**config.mk**
```make
export PLATFORM = sky130hd
export DESIGN_NAME = fe2de_queue
export DESIGN_NICKNAME = d
export VERILOG_FILES = /design/src/rtl/fe2de_pkg.sv /design/src/rtl/fe2de_btb.sv /design/src/rtl/fe2de_queue.sv
export SDC_FILE = /design/constraint.sdc
export NUM_CORES = 1
export LEC_CHECK = 0
export CORE_MARGIN = 4
export CORE_UTILIZATION = 40
export DETAILED_ROUTE_END_ITERATION = 7
export SYNTH_ARGS = -nofsm -noshare
export SYNTH_HDL_FRONTEND = slang
export SYNTH_SLANG_ARGS = --single-unit
```
**constraint.sdc**
```tcl
create_clock -name clk -period 6.9 [get_ports clk]
set_clock_uncertainty 0.1 [all_clocks]
set_input_delay 1.725 -clock clk [delete_from_list [all_inputs] [get_ports clk]]
set_output_delay 1.725 -clock clk [all_outputs]
set_load 0.02 [all_outputs]
```
**src/rtl/fe2de_pkg.sv**
```systemverilog
// Shared types and constants for the fetch-to-decode queue and its branch-target capture table.
package fe2de_pkg;

    // Widest interrupt cause code a packet can carry; narrower CAUSE_W values are zero-extended.
    localparam int CAUSE_W_MAX = 16;

    // Instruction presented to decode when the queue is empty.
    localparam logic [31:0] NOP_INSTR = 32'h0;

    typedef struct packed {
        logic [31:0]            pc;
        logic [31:0]            instr;
        logic                   rv16;
        logic                   is_x1;
        logic                   is_xn;
        logic                   pred_taken;
        logic                   g_int;
        logic [CAUSE_W_MAX-1:0] causecode;
    } fe2de_pkt_t;

    // Compressed packets carry their raw 16-bit instruction in the low half.
    function automatic logic [31:0] expand_instr(input logic        rv16,
                                                 input logic [15:0] rv16_instr,
                                                 input logic [31:0] instr);
        return rv16 ? {16'h0, rv16_instr} : instr;
    endfunction

endpackage

```
**src/rtl/fe2de_btb.sv**
```systemverilog
// Branch-target capture table: records {pc, instr} of decoded redirecting branches and
// answers fetch lookups combinationally once the post-reset warm-up has elapsed.
module fe2de_btb
    import fe2de_pkg::*;
#(
    parameter int BTB_ENTRIES = 4,
    parameter int BTB_DLY     = 10
) (
    input  logic        clk,
    input  logic        rst,
    input  logic        de2fe_branch,
    input  logic        de2ex_inst_valid,
    input  logic        de_valid,
    input  logic [31:0] de_pc,
    input  logic [31:0] de_instr,
    input  logic [31:0] lookup_pc,
    output logic        btb_valid,
    output logic        btb_hit,
    output logic [31:0] btb_hit_instr
);

    localparam int          PW   = (BTB_ENTRIES > 1) ? $clog2(BTB_ENTRIES) : 1;
    localparam logic [PW-1:0] LAST = PW'(BTB_ENTRIES - 1);
    localparam logic [3:0]  DLY  = 4'(BTB_DLY);

    logic [31:0]            ent_pc  [BTB_ENTRIES];
    logic [31:0]            ent_ins [BTB_ENTRIES];
    logic [BTB_ENTRIES-1:0] ent_vld;
    logic [PW-1:0]          rr_ptr;
    logic                   arm;
    logic [3:0]             wu_cnt;

    logic                   cap_we;
    logic                   cap_match;
    logic [PW-1:0]          cap_idx;
    logic [PW-1:0]          wr_idx;
    logic                   look_hit;
    logic [31:0]            look_ins;

    assign cap_we    = arm & de2ex_inst_valid & de_valid;
    assign wr_idx    = cap_match ? cap_idx : rr_ptr;
    assign btb_valid = (wu_cnt == DLY);
    assign btb_hit   = btb_valid & look_hit;
    assign btb_hit_instr = btb_hit ? look_ins : 32'h0;

    // Find an existing entry for the captured pc; descending scan leaves the lowest index.
    always_comb begin
        cap_match = 1'b0;
        cap_idx   = '0;
        for (int i = BTB_ENTRIES - 1; i >= 0; i--) begin
            if (ent_vld[i] && (ent_pc[i] == de_pc)) begin
                cap_match = 1'b1;
                cap_idx   = PW'(i);
            end
        end
    end

    // Fetch lookup against all valid entries; lowest matching index wins.
    always_comb begin
        look_hit = 1'b0;
        look_ins = 32'h0;
        for (int i = BTB_ENTRIES - 1; i >= 0; i--) begin
            if (ent_vld[i] && (ent_pc[i] == lookup_pc)) begin
                look_hit = 1'b1;
                look_ins = ent_ins[i];
            end
        end
    end

    // Control state: capture arm (clear beats set), valid bits, round-robin pointer, warm-up.
    always_ff @(posedge clk or posedge rst) begin
        if (rst) begin
            arm     <= 1'b0;
            ent_vld <= '0;
            rr_ptr  <= '0;
            wu_cnt  <= '0;
        end else begin
            if (cap_we) begin
                arm             <= 1'b0;
                ent_vld[wr_idx] <= 1'b1;
                if (!cap_match) begin
                    rr_ptr <= (rr_ptr == LAST) ? '0 : rr_ptr + 1'b1;
                end
            end else if (de2fe_branch) begin
                arm <= 1'b1;
            end
            if (wu_cnt != DLY) begin
                wu_cnt <= wu_cnt + 1'b1;
            end
        end
    end

    // Entry payload; meaningless until the matching valid bit is set, so not reset.
    always_ff @(posedge clk) begin
        if (cap_we) begin
            ent_pc[wr_idx]  <= de_pc;
            ent_ins[wr_idx] <= de_instr;
        end
    end

endmodule

```
**src/rtl/fe2de_queue.sv**
```systemverilog
// Fetch-to-decode packet FIFO with flush, NOP presentation when empty, backpressure to
// fetch, and the branch-target capture table fed from the decode head.
module fe2de_queue
    import fe2de_pkg::*;
#(
    parameter int DEPTH       = 4,
    parameter int BTB_ENTRIES = 4,
    parameter int BTB_DLY     = 10,
    parameter int CAUSE_W     = 5
) (
    input  logic               clk,
    input  logic               cpurst,
    input  logic               fe_valid,
    output logic               fe_ready,
    input  logic [31:0]        fe_pc,
    input  logic [31:0]        fe_instr,
    input  logic               fe_rv16,
    input  logic [15:0]        fe_rv16_instr,
    input  logic               fe_is_x1,
    input  logic               fe_is_xn,
    input  logic               fe_pred_taken,
    input  logic               fe_g_int,
    input  logic [CAUSE_W-1:0] fe_causecode,
    input  logic               stall,
    input  logic               fet_flush,
    input  logic               branch_predict_err,
    input  logic               fence_stall,
    output logic               de_valid,
    output logic [31:0]        de_pc,
    output logic [31:0]        de_instr,
    output logic               de_rv16,
    output logic               de_is_x1,
    output logic               de_is_xn,
    output logic               de_pred_taken,
    output logic               de_g_int,
    output logic [CAUSE_W-1:0] de_causecode,
    input  logic               de2fe_branch,
    input  logic               de2ex_inst_valid,
    input  logic [31:0]        lookup_pc,
    output logic               btb_valid,
    output logic               btb_hit,
    output logic [31:0]        btb_hit_instr
);

    localparam int AW = $clog2(DEPTH);
    localparam logic [AW:0] FULL = (AW + 1)'(DEPTH);

    fe2de_pkt_t    mem [DEPTH];
    fe2de_pkt_t    wr_pkt;
    fe2de_pkt_t    head;
    logic [AW-1:0] wr_ptr;
    logic [AW-1:0] rd_ptr;
    logic [AW:0]   count;
    logic          flush_now;
    logic          push;
    logic          pop;

    // Flush requests are only honoured when nothing downstream is stalled.
    assign flush_now = (fet_flush | branch_predict_err | fence_stall) & ~stall;
    assign fe_ready  = (count != FULL);
    assign de_valid  = (count != '0);
    assign push      = fe_valid & fe_ready & ~flush_now;
    assign pop       = de_valid & ~stall;

    // Assemble the stored packet; compressed instructions are expanded once, at push.
    always_comb begin
        wr_pkt            = '0;
        wr_pkt.pc         = fe_pc;
        wr_pkt.instr      = expand_instr(fe_rv16, fe_rv16_instr, fe_instr);
        wr_pkt.rv16       = fe_rv16;
        wr_pkt.is_x1      = fe_is_x1;
        wr_pkt.is_xn      = fe_is_xn;
        wr_pkt.pred_taken = fe_pred_taken;
        wr_pkt.g_int      = fe_g_int;
        wr_pkt.causecode  = CAUSE_W_MAX'(fe_causecode);
    end

    // Pointer and occupancy tracking; flush empties the queue and drops a same-cycle push.
    always_ff @(posedge clk or posedge cpurst) begin
        if (cpurst) begin
            wr_ptr <= '0;
            rd_ptr <= '0;
            count  <= '0;
        end else if (flush_now) begin
            wr_ptr <= '0;
            rd_ptr <= '0;
            count  <= '0;
        end else begin
            if (push) wr_ptr <= wr_ptr + 1'b1;
            if (pop)  rd_ptr <= rd_ptr + 1'b1;
            case ({push, pop})
                2'b10:   count <= count + 1'b1;
                2'b01:   count <= count - 1'b1;
                default: count <= count;
            endcase
        end
    end

    // Packet storage; occupancy decides what is live, so no reset is needed here.
    always_ff @(posedge clk) begin
        if (push) mem[wr_ptr] <= wr_pkt;
    end

    // Present the head packet, or an all-zero NOP when the queue is empty.
    always_comb begin
        head       = '0;
        head.instr = NOP_INSTR;
        if (de_valid) head = mem[rd_ptr];
    end

    assign de_pc         = head.pc;
    assign de_instr      = head.instr;
    assign de_rv16       = head.rv16;
    assign de_is_x1      = head.is_x1;
    assign de_is_xn      = head.is_xn;
    assign de_pred_taken = head.pred_taken;
    assign de_g_int      = head.g_int;
    assign de_causecode  = head.causecode[CAUSE_W-1:0];

    fe2de_btb #(
        .BTB_ENTRIES (BTB_ENTRIES),
        .BTB_DLY     (BTB_DLY)
    ) u_btb (
        .clk              (clk),
        .rst              (cpurst),
        .de2fe_branch     (de2fe_branch),
        .de2ex_inst_valid (de2ex_inst_valid),
        .de_valid         (de_valid),
        .de_pc            (de_pc),
        .de_instr         (de_instr),
        .lookup_pc        (lookup_pc),
        .btb_valid        (btb_valid),
        .btb_hit          (btb_hit),
        .btb_hit_instr    (btb_hit_instr)
    );

endmodule
```
# After elaboration in Yosys (flattened, before gate mapping)
# Memory sizes are Yosys's and may differ from the RTL's.
# Cells that the tools add are included.
word_totals:
  memories: 3
  in_bits: 131
  ff_bits: 18
  output_inout_bits: 110
  ram_bits: 552
  wordCells: 95
memory_table:
  columns: ["memory", "depth", "word_bits", "read_ports", "rd_clocked_by_memory_dff", "wr", "line", "source"]
  rows:
  - ["mem", 4, 74, 1, 0, 1, "fe2de_queue.sv:48", "fe2de_pkt_t mem [DEPTH];"]
  - ["u_btb.ent_ins", 4, 32, 4, 0, 1, "fe2de_btb.sv:27", "logic [31:0] ent_ins [BTB_ENTRIES];"]
  - ["u_btb.ent_pc", 4, 32, 4, 0, 1, "fe2de_btb.sv:26", "logic [31:0] ent_pc [BTB_ENTRIES];"]
classes:
  add_sub_neg: 6
  n_mux: 35
  bitwise_logic: 13
  n_eq_ne: 14
  magnitude_cmp: 2
  n_reduce_logical: 15
ops:
  columns: ["operator", "count"]
  rows:
  - ["equality test 32 bit", 8]
  - ["two-way mux 32 bit", 6]
  - ["two-way mux 85 bit", 1]
  - ["two-way mux 2 bit", 10]
  - ["two-way mux 1 bit", 15]
  - ["logical AND 1 bit", 9]
  - ["bitwise AND 1 bit", 7]
  - ["adder 2 x 1 -> 2 bit (second input constant)", 3]
  - ["one-hot mux 3 bit (2 select lines)", 1]
  - ["nonzero test 2 bit", 3]
  - ["nonzero test 3 bit", 2]
  - ["adder 4 x 1 -> 4 bit (second input constant)", 1]
  - ["equality test 2 bit (second input constant)", 2]
  - ["equality test 4 bit (second input constant)", 1]
  - ["inequality test 4 bit (second input constant)", 1]
  - ["bitwise OR 4 bit", 1]
  - ["adder 3 x 1 -> 3 bit (second input constant)", 1]
  - ["less-than comparator 2 x 3 -> 1 bit (second input constant)", 1]
  - ["two-way mux 3 bit", 1]
  - ["inequality test 3 bit (second input constant)", 1]
  - ["inverter 1 bit", 3]
  - ["subtractor 3 x 1 -> 3 bit (second input constant)", 1]
  - ["demux 1 bit (select 2 bit)", 1]
  - ["equality test 2 x 1 -> 1 bit (second input constant)", 1]
  - ["3 further kinds", 4]

# Longest topological paths before layout
logic_depth:
  depth_word: 14
  ltp_mapped: 14

# Modules after synthesis
# Synthesis repeated with hierarchy kept, for this count alone.
unflattened:
  cells_unflattened: 1521
  area_unflattened_um2: 24697.4
by_module_without_submodules:
  columns: ["module", "cells_per_inst", "instances", "area_per_inst_um2"]
  rows:
  - ["fe2de_btb", 956, 1, 12684.7]
  - ["fe2de_queue", 565, 1, 12012.8]

# Worst setup path before layout
# OpenSTA, ideal clock, no wires.
synth_path:
  kind: "reg-to-reg"
  start: "register rd_ptr[1]"
  end: "memory u_btb.ent_ins[2][0] (enable)"
  t_arrival_ps: 5273
  setup_ps: 486
  t_required_ps: 6314
  stages_incl_launch_ff: 12
  slack_ps: 1041
  cell_sequence: "dfrtp_1 buf_4 buf_2 mux2_1 mux2i_1 nor2_1 a221o_1 nor4_2 o211ai_1 a21boi_4 o21a_4 nor2_1"
synth_between:
  elab_chain_cells: 9
synth_rtl:
  columns: ["element", "line", "source"]
  rows:
  - ["start, declared", "fe2de_queue.sv:52", "logic [AW-1:0] rd_ptr;"]
  - ["start signal, assigned", "fe2de_queue.sv:90", "if (pop) rd_ptr <= rd_ptr + 1'b1;"]
  - ["memory read (4 x 74 bit) *", null, null]
  - ["two-way mux 85 bit *", "fe2de_queue.sv:108", "if (de_valid) head = mem[rd_ptr];"]
  - ["via de_pc[17]", "fe2de_queue.sv:29", "output logic [31:0] de_pc,"]
  - ["equality test 32 bit", "fe2de_btb.sv:51", "if (ent_vld[i] && (ent_pc[i] == de_pc)) begin"]
  - ["logical AND 1 bit", "fe2de_btb.sv:51", null]
  - ["two-way mux 2 bit or two-way mux 1 bit (tied branches) (4 in a row)", "fe2de_btb.sv:51", null]
  - ["two-way mux 2 bit *", "fe2de_btb.sv:41", "assign wr_idx = cap_match ? cap_idx : rr_ptr;"]
  - ["end, declared", "fe2de_btb.sv:27", null]
# The timed path passes the listed nets; every way through them passes the cells marked *.

# Worst setup path after layout
layout_path:
  start: "input port lookup_pc[28]"
  end: "output port btb_hit_instr[11]"
layout_between:
  elab_chain_cells: 8
layout_rtl:
  columns: ["element", "line", "source"]
  rows:
  - ["start, declared", "fe2de_queue.sv:39", "input logic [31:0] lookup_pc,"]
  - ["equality test 32 bit", "fe2de_btb.sv:63", "if (ent_vld[i] && (ent_pc[i] == lookup_pc)) begin"]
  - ["logical AND 1 bit", "fe2de_btb.sv:63", null]
  - ["two-way mux 1 bit (4 in a row)", "fe2de_btb.sv:63", null]
  - ["bitwise AND 1 bit", "fe2de_btb.sv:43", "assign btb_hit = btb_valid & look_hit;"]
  - ["two-way mux 32 bit *", "fe2de_btb.sv:44", "assign btb_hit_instr = btb_hit ? look_ins : 32'h0;"]
  - ["end, declared", "fe2de_queue.sv:42", "output logic [31:0] btb_hit_instr"]
# Mark *: on every way between the ends. The rest lies on a longest branch, timed or not.

==> impl_metrics.tcl <==
set metrics [dict create \
    critPathLaunchType "input pin" \
    syn_area_mm2 0.0262 \
    synth_cells 1735 \
    fill_cells 5601 \
    grt_max_degree 59 \
    track_usage_pct 23.8 \
    total_leakage_power_nw 11.3 \
    powerDensity_mw_per_mm2 385 \
    synth_largest_area_cell "edfxtp_1" \
    crit_path_end_kind "primary output" \
    worstPathRequired_ns 5.08 \
    drc_errors 0 \
    dp_hpwl_mm 62.0 \
    met2_usage_pct 36.9 \
    peakVddDrop_uv 215 \
    ys_seq_area_share_pct 65.0 \
    postSynthAreaPerCell_um2 15.1 \
    die_w_um 264 \
    postCtsSetupBuffers 0 \
    synth-main-ff-cell "edfxtp_1" \
    yosys_register_bits 570 \
    power_mw 12.3 \
    port_buffers 240 \
    hold_class "reg2reg" \
    hold_viol 0 \
    cp_max_fo 24 \
    grt_overflow_total 0 \
    dpl_cell_area_mm2 0.0301 \
    synthTopCellsByCount "edfxtp_1 (552), inv_1 (103), nor2_1 (97)" \
    clk_pin_slew_ns 0.06 \
    syn_nets 1874 \
    max_slew_margin_pct 29.9 \
    cts_num_sinks 570 \
    numCtsBuffers 61 \
    die-area_mm2 0.0697 \
    synth_most_common_cell "edfxtp_1" \
    synth.area.top_cells "edfxtp_1 (63%), mux4_2 (6.2%), mux2i_1 (3.7%)" \
    yosysWarnings 0 \
    clkLatencyLatePin_ns 0.65 \
    outcome "finished, final reports clean" \
    max-cap-violations 0 \
    synth_cell_types 88 \
    final_util_pct 49.5 \
    drive_gt1_share_pct 16.8 \
    io_pins 241 \
    wl_per_cell_um 28.7 \
    drt-total-wl_mm 84.9 \
    clock_path_buffers 3 \
    fin_area_mm2 0.0320 \
    synthArstFlopShare_pct 3.16 \
    max_freq_mhz 146 \
    cts_root_buf "clkbuf_16" \
    first_global_vias 17000 \
    initial_core_util_pct 40.5 \
    grtUsageMet3_pct 4.46 \
    cp.arrival_ns 5.00 \
    crit_type "in2out" \
    synthToLayoutAreaGrowth_pct 22.1 \
    slew_violations 0 \
    num_vias 16800 \
    gp_congestion 0.949 \
    die_h_um 264 \
    fin_crit_sh_pct 98.9 \
    num_rows 93 \
    antenna_cells 0 \
    rsz0062_at_grt "false" \
    fin_crit_ns 6.83 \
    grt_busiest_layer "met2" \
    cts-htree-levels 2 \
    use_met1_pct 35.0 \
    cts_tree "done" \
    setup_viol 0 \
    worst_pin_slew_ns 1.02 \
    drt-pass1-iter-count 8 \
    ant_nets 0 \
    drt_iter0_markers 1501 \
    antenna_found_initial 7 \
    synth_edf_count 552 \
    fin_tns_setup_ns 0 \
    grt_pass1_wl_mm 122 \
    core_mm2 0.0647 \
    nNetsFinal 2187 \
    viasPerCell 5.68 \
    synth_top_area_share_pct 63.2 \
]
cell type report:
cell class | instances | area (um2) | area share [%]
Clock buffer | 81 | 1630 | 5.10
Clock inverter | 32 | 310 | 0.969
Inverter | 107 | 402 | 1.25
Multi-Input combinational cell | 992 | 8550 | 26.7
Sequential cell | 570 | 17000 | 53.2
Tap cell | 855 | 1070 | 3.34
Timing Repair Buffer | 316 | 3020 | 9.43
through the flow:
step | setup WS (ns) | hold slack, ns | instances
2_1_floorplan | 1.04 | 0.345 | 1735
3_3_place_gp | -0.426 | 0.360 | 2840
3_5_place_dp | -0.398 | 0.375 | 2840
4_1_cts | 0.0279 | 0.388 | 2953
5_1_grt | 0.000628 | 0.417 | 2953
6_report | 0.0726 | 0.390 | 2953
cells in the final DEF, fill, tap and decap left out, types with 21 or more instances in the layout:
cell and count:
clkbuf_16 61, nand3_1 24, xnor2_1 84, nand4_1 24, and2_1 55, nor2b_1 26, o21ai_0 23, o22ai_1 21
mux2_2 62, edfxtp_1 552, nor4_1 26, clkdlybuf4s50_1 206, nand2_1 67, inv_1 102, mux4_2 72, xor2_1 74
buf_4 68, dlygate4sd2_1 22, mux2i_1 96, nor2_1 93
flip-flops by register name (all words and copies together) (netlist names):
register / cells
count: 3
mem: 296
rd_ptr: 2
u_btb.arm: 1
u_btb.ent_ins: 128
u_btb.ent_pc: 128
u_btb.ent_vld: 4
u_btb.rr_ptr: 2
u_btb.wu_cnt: 4
wr_ptr: 2
cells by family (layout without fill, tap and decap cells):
family,after synthesis,in the layout,share of synthesized area [%]
muxes,237,237,12.9
adders and majority gates,8,8,0.410
DFF,570,570,65.0
buffers and inverters,173,536,2.84
AOI/OAI and AO/OA,189,189,5.47
xor gates and xnor gates,160,160,5.35
and+or+nand+nor,398,398,8.11
worst max-delay path, stage by stage:
cell and delay, ns:
clkdlybuf4s50_1 0.46, buf_4 0.18, xnor2_1 0.29, nand4_1 0.16, nor4_2 0.28, nand4_1 0.27
or4_4 0.64, a41o_1 0.32, buf_12 0.18, nor2_1 0.11, dlygate4sd2_1 0.35
where the power goes:
group / internal, mW / switching, mW / leakage (nW) / total, mW
clock network: 1.84 / 1.36 / 0.947 / 3.20
registers: 4.52 / 0.369 / 5.27 / 4.89
logic: 1.56 / 2.69 / 5.06 / 4.25
final timing paths:
path                       cells after the start                         from                           end  slack, ns
min                                            1  u_btb.wu_cnt[3]$_DFFE_PP0N_   u_btb.wu_cnt[3]$_DFFE_PP0N_       0.39
min reg2reg                                    1  u_btb.wu_cnt[3]$_DFFE_PP0N_   u_btb.wu_cnt[3]$_DFFE_PP0N_       0.39
min in group asynchronous                      2                       cpurst         u_btb.arm$_DFFE_PP0P_       1.47
max in group asynchronous                      2                       cpurst         rd_ptr[1]$_DFFE_PP0P_       4.55
max reg2reg                                   11        rd_ptr[0]$_DFFE_PP0P_  u_btb.ent_pc[1][7]$_DFFE_PP_       1.65
max                                           11                lookup_pc[28]             btb_hit_instr[11]       0.07
repair_timing:
action	in CTS	in global routing
endpoints found under the hold margin	0	0
pin swaps	5	4
resized for setup	39	21
endpoints found under the setup margin	33	32
hold buffers	0	0
metal layers:
layer / part of all wire [%] / up-vias
met1: 44 / 8623
met5: 0.065 / -
met2: 46 / 704
met3: 7.2 / 124
li1: - / 7304
met4: 2.6 / 8
(Power assumes the default switching activity.)
==> RTL edit 1: new RTL, config.mk and constraints unchanged <==
Change the parameter `DEPTH` from 4 to 2.
--- a/src/rtl/fe2de_queue.sv
+++ b/src/rtl/fe2de_queue.sv
@@ -5,3 +5,3 @@
 #(
-    parameter int DEPTH       = 4,
+    parameter int DEPTH       = 2,
     parameter int BTB_ENTRIES = 4,
Behaviour: not the same (Yosys sat finds a counterexample within 4 cycles, from zero or initial values and one cycle with cpurst high).
==> RTL edit 1 against the original RTL <==
Die area shrank 28%. Synthesized cell count shrank 28%. Sequential power shrank 36%. Area after synthesis decreased by 29%. Sequential cell count shrank 151. Count of clock-buffer cells in the layout is 23 lower. Power down 46%. Wire length fell by 38%. Worst setup slack got worse by 0.012 ns. Final area fell by 24%. Critical path type unchanged. Largest cell class unchanged. Largest power group unchanged.
==> RTL edit 1: results <==
sta:
  hold_slack_ns: 0.379
  fmax_mhz: 146
global_routing:
  grt_max_degree: 71
  grt_pass1_wl_um: 76100
  antenna_found_initial: 4
synth:
  synth_xor_area_share_pct: 12.2
  synthMuxAreaShare_pct: 10.5
  postSynth.asyncResetShare_pct: 3.58
  synthTopCellsByArea: "edfxtp_1 65%, mux2i_1 7.5%, xnor2_1 6.1%"
  syn_inst: 1249
  synth.distinct_cells: 40
  synth_fp_nets: 1383
route:
  dr.first_iter.drc_count: 1025
  firstDrtPassIters: 5
  wl_met3_um: 4120
  wl_met2_um: 23800
  num_vias: 11381
  wl_um: 52500
  wl_met1_um: 23300
  wl_per_cell_um: 23.3
power:
  peakVddDrop_uv: 217
  leakagePower_uw: 0.00900
place:
  dpl-instance-area_mm2: 0.0226
  hpwl_um: 37200
  place_inst: 2158
clock_tree:
  cts_inserted_buffers: 47
setup_path:
  path_max_fanout: 10
  reg2reg_from: "rd_ptr$_DFFE_PP0P_"
  arrival_ns: 5.01
  crit_start: "lookup_pc[7]"
  r2r_cells: 9
  r2r_slack_ns: 1.85
layout:
  syn_to_final_growth_pct: 30.4
  drive_gt1_share_pct: 16.9
  fin_nets: 1745
  nFillCells: 3918
outcome:
  outcome: "finished clean"
## RTL edit 1: metal layers
metal,GRT usage [%],vias up
met3,4.70,73
met2,31.2,429
met4,5.81,8
met5,0,-
li1,-,5267
met1,29.8,5604
## RTL edit 1: area by class of cell
type / count / share of cell area, %
Clock inverter: 30 / 1.26
Tap cell: 600 / 3.09
Multi-Input combinational cell: 751 / 24.6
Timing Repair Buffer: 353 / 13.8
Clock buffer: 58 / 5.18
Sequential cell: 419 / 51.5
Inverter: 39 / 0.603
## RTL edit 1: power groups by stage
stage / clock network (uW) / logic (uW) / registers, uW
2_1_floorplan: 0 / 503 / 3140
3_5_place_dp: 0 / 965 / 3170
3_3_place_gp: 0 / 963 / 3160
4_1_cts: 2590 / 972 / 3120
6_report: 2530 / 967 / 3120
5_1_grt: 2690 / 1030 / 3130
## RTL edit 1: worst max-delay path by stage
| stage | endpoint | cells past startpoint |
|---|---|---|
| floorplan | u_btb.ent_ins[2][0]$_DFFE_PP_ | 3 |
| global placement | btb_hit_instr[22] | 14 |
| detailed placement | btb_hit_instr[26] | 13 |
| CTS | btb_hit_instr[17] | 12 |
| global route | btb_hit_instr[20] | 12 |
| finish | btb_hit_instr[20] | 12 |
## RTL edit 1: worst max-delay path, delay by kind of cell
kind / cells / cell delay [ns]
AND/OR/NAND/NOR: 5 / 1.41
buffers and inverters: 4 / 1.20
multiplexers: 2 / 0.49
XOR/XNOR: 1 / 0.17
## RTL edit 1: timing repair
action | in CTS | in global routing
hold buffers | 0 | 0
buffers inserted | 4 | 1
resized for setup | 59 | 20
pin swaps | 3 | 6
setup endpoints to repair | 33 | 26
==> RTL edit 2: new RTL, config.mk and constraints unchanged <==
Without the edit above. One comparison of `wu_cnt` changes from == to >=.
--- a/src/rtl/fe2de_btb.sv
+++ b/src/rtl/fe2de_btb.sv
@@ -41,3 +41,3 @@
     assign wr_idx    = cap_match ? cap_idx : rr_ptr;
-    assign btb_valid = (wu_cnt == DLY);
+    assign btb_valid = (wu_cnt >= DLY);
     assign btb_hit   = btb_valid & look_hit;
Function: same outputs for any inputs over 4 cycles, from zero or initial values and one cycle with cpurst high; that may be too few to reach the edited logic, so the function may still have changed.
==> RTL edit 2 against the original RTL <==
Final area increased by 2.0%. Highest routed layer unchanged. Power increased by 5.3%. Worst setup slack improved by 0.021 ns. Area after synthesis increased by 0.98%. Wire length increased by 4.0%. Sequential cell count unchanged. Critical path depth increased by 2. Synthesized cell count increased by 2.3%. Register-to-register slack got worse by 0.45 ns.
==> RTL edit 2: results <==
synth:
  synth_compound_area_share_pct: 5.61
  avgSynthCellArea_um2: 14.9
  synth_seq_area_share_pct: 64.3
  synthTopCellsByArea: "edfxtp_1 63%, mux4_2 6.0%, xnor2_1 3.7%"
  synthMuxAreaShare_pct: 13.3
  synth_commonest_cells: "552 x edfxtp_1, 111 x xnor2_1, 99 x nor2_1"
  synth_xor_area_share_pct: 5.23
  synth.distinct_cells: 78
  synth_fp_nets: 1914
clock_tree:
  path_clk_slew_ns: 0.06
route:
  firstDrtPassIters: 6
  dr.first_iter.drc_count: 1906
  wl_per_cell_um: 29.3
  via_per_inst: 5.70
hold_path:
  min-delay-start: "u_btb.arm$_DFFE_PP0P_"
sta:
  relSlewSlack_pct: 29.0
setup_path:
  path_max_fanout: 14
  arrival_ns: 4.98
  reg2reg_from: "rd_ptr[1]$_DFFE_PP0P_"
  crit_slowest_cell: "clkdlybuf4s50_1"
  cp_top_family: "buffers and inverters"
  crit_start: "lookup_pc[12]"
place:
  place_ws_ns: -0.474
  place_congestion: 0.994
  place_inst: 2901
  hpwl_um: 64800
layout:
  fin_nets: 2239
  drive_gt1_share_pct: 17.7
  stdcell_count: 3014
global_routing:
  grt_max_degree: 60
  first_global_vias: 17284
  antenna_found_initial: 8
outcome:
  outcome: "finished clean"
power:
  leakagePower_uw: 0.0114
  peakVddDrop_uv: 307
RTL edit 2: layout make-up:
class                      count  area [um^2]
timing repair buffer         333         3280
tap                          864         1080
sequential                   570        17000
clock buffer                  79         1610
inverter                      99          375
antenna                        1         2.50
clock inverter                33          394
fill                        5637        33000
multi-input combinational   1035         8900
RTL edit 2: final timing paths:
kind                                            endpoint  slack (ns)  cells past startpoint
max reg2reg                u_btb.ent_ins[0][2]$_DFFE_PP_        1.20                     10
min reg2reg                        u_btb.arm$_DFFE_PP0P_        0.39                      1
max in group asynchronous          rd_ptr[1]$_DFFE_PP0P_        4.67                      2
max                                    btb_hit_instr[20]        0.09                     13
min                                u_btb.arm$_DFFE_PP0P_        0.39                      1
min in group asynchronous          u_btb.arm$_DFFE_PP0P_        1.44                      2
RTL edit 2: timing repair:
action,in CTS,in global routing
gates resized for setup,52,14
buffers inserted,0,0
endpoints found under the setup margin,33,33
pin swaps,3,8
RTL edit 2: kinds of logic after synthesis:
family,Yosys count
DFF,570
and+or+nand+nor,422
muxes,248
AOI/OAI and AO/OA,199
buffers and inverters,170
xor gates and xnor gates,158
adders and majority gates,8
RTL edit 2: stage by stage:
step                      instance area (um^2)  util (%)  setup TNS [ns]
after CTS                                32600      49.7               0
after global placement                   30500      46.5          -13.86
after global routing                     32700      49.8               0
final                                    32700      49.8               0
after floorplan                          26500         -               0
after detailed placement                 30500      46.5          -13.75
RTL edit 2: layer usage:
layer / up-vias / share of wire (%) / track usage (%)
li1: 7495 / - / -
met3: 136 / 8.3 / 5.32
met5: - / 0.032 / 0
met4: 6 / 2.4 / 6.11
met1: 8792 / 44 / 36.1
met2: 742 / 45 / 37.7
RTL edit 2: where the power goes:
part | leakage, uW | total (uW) | internal (uW) | switching, uW
logic | 0.00517 | 4760 | 1750 | 3010
registers | 0.00527 | 4940 | 4560 | 384
clock network | 0.000981 | 3290 | 1910 | 1380
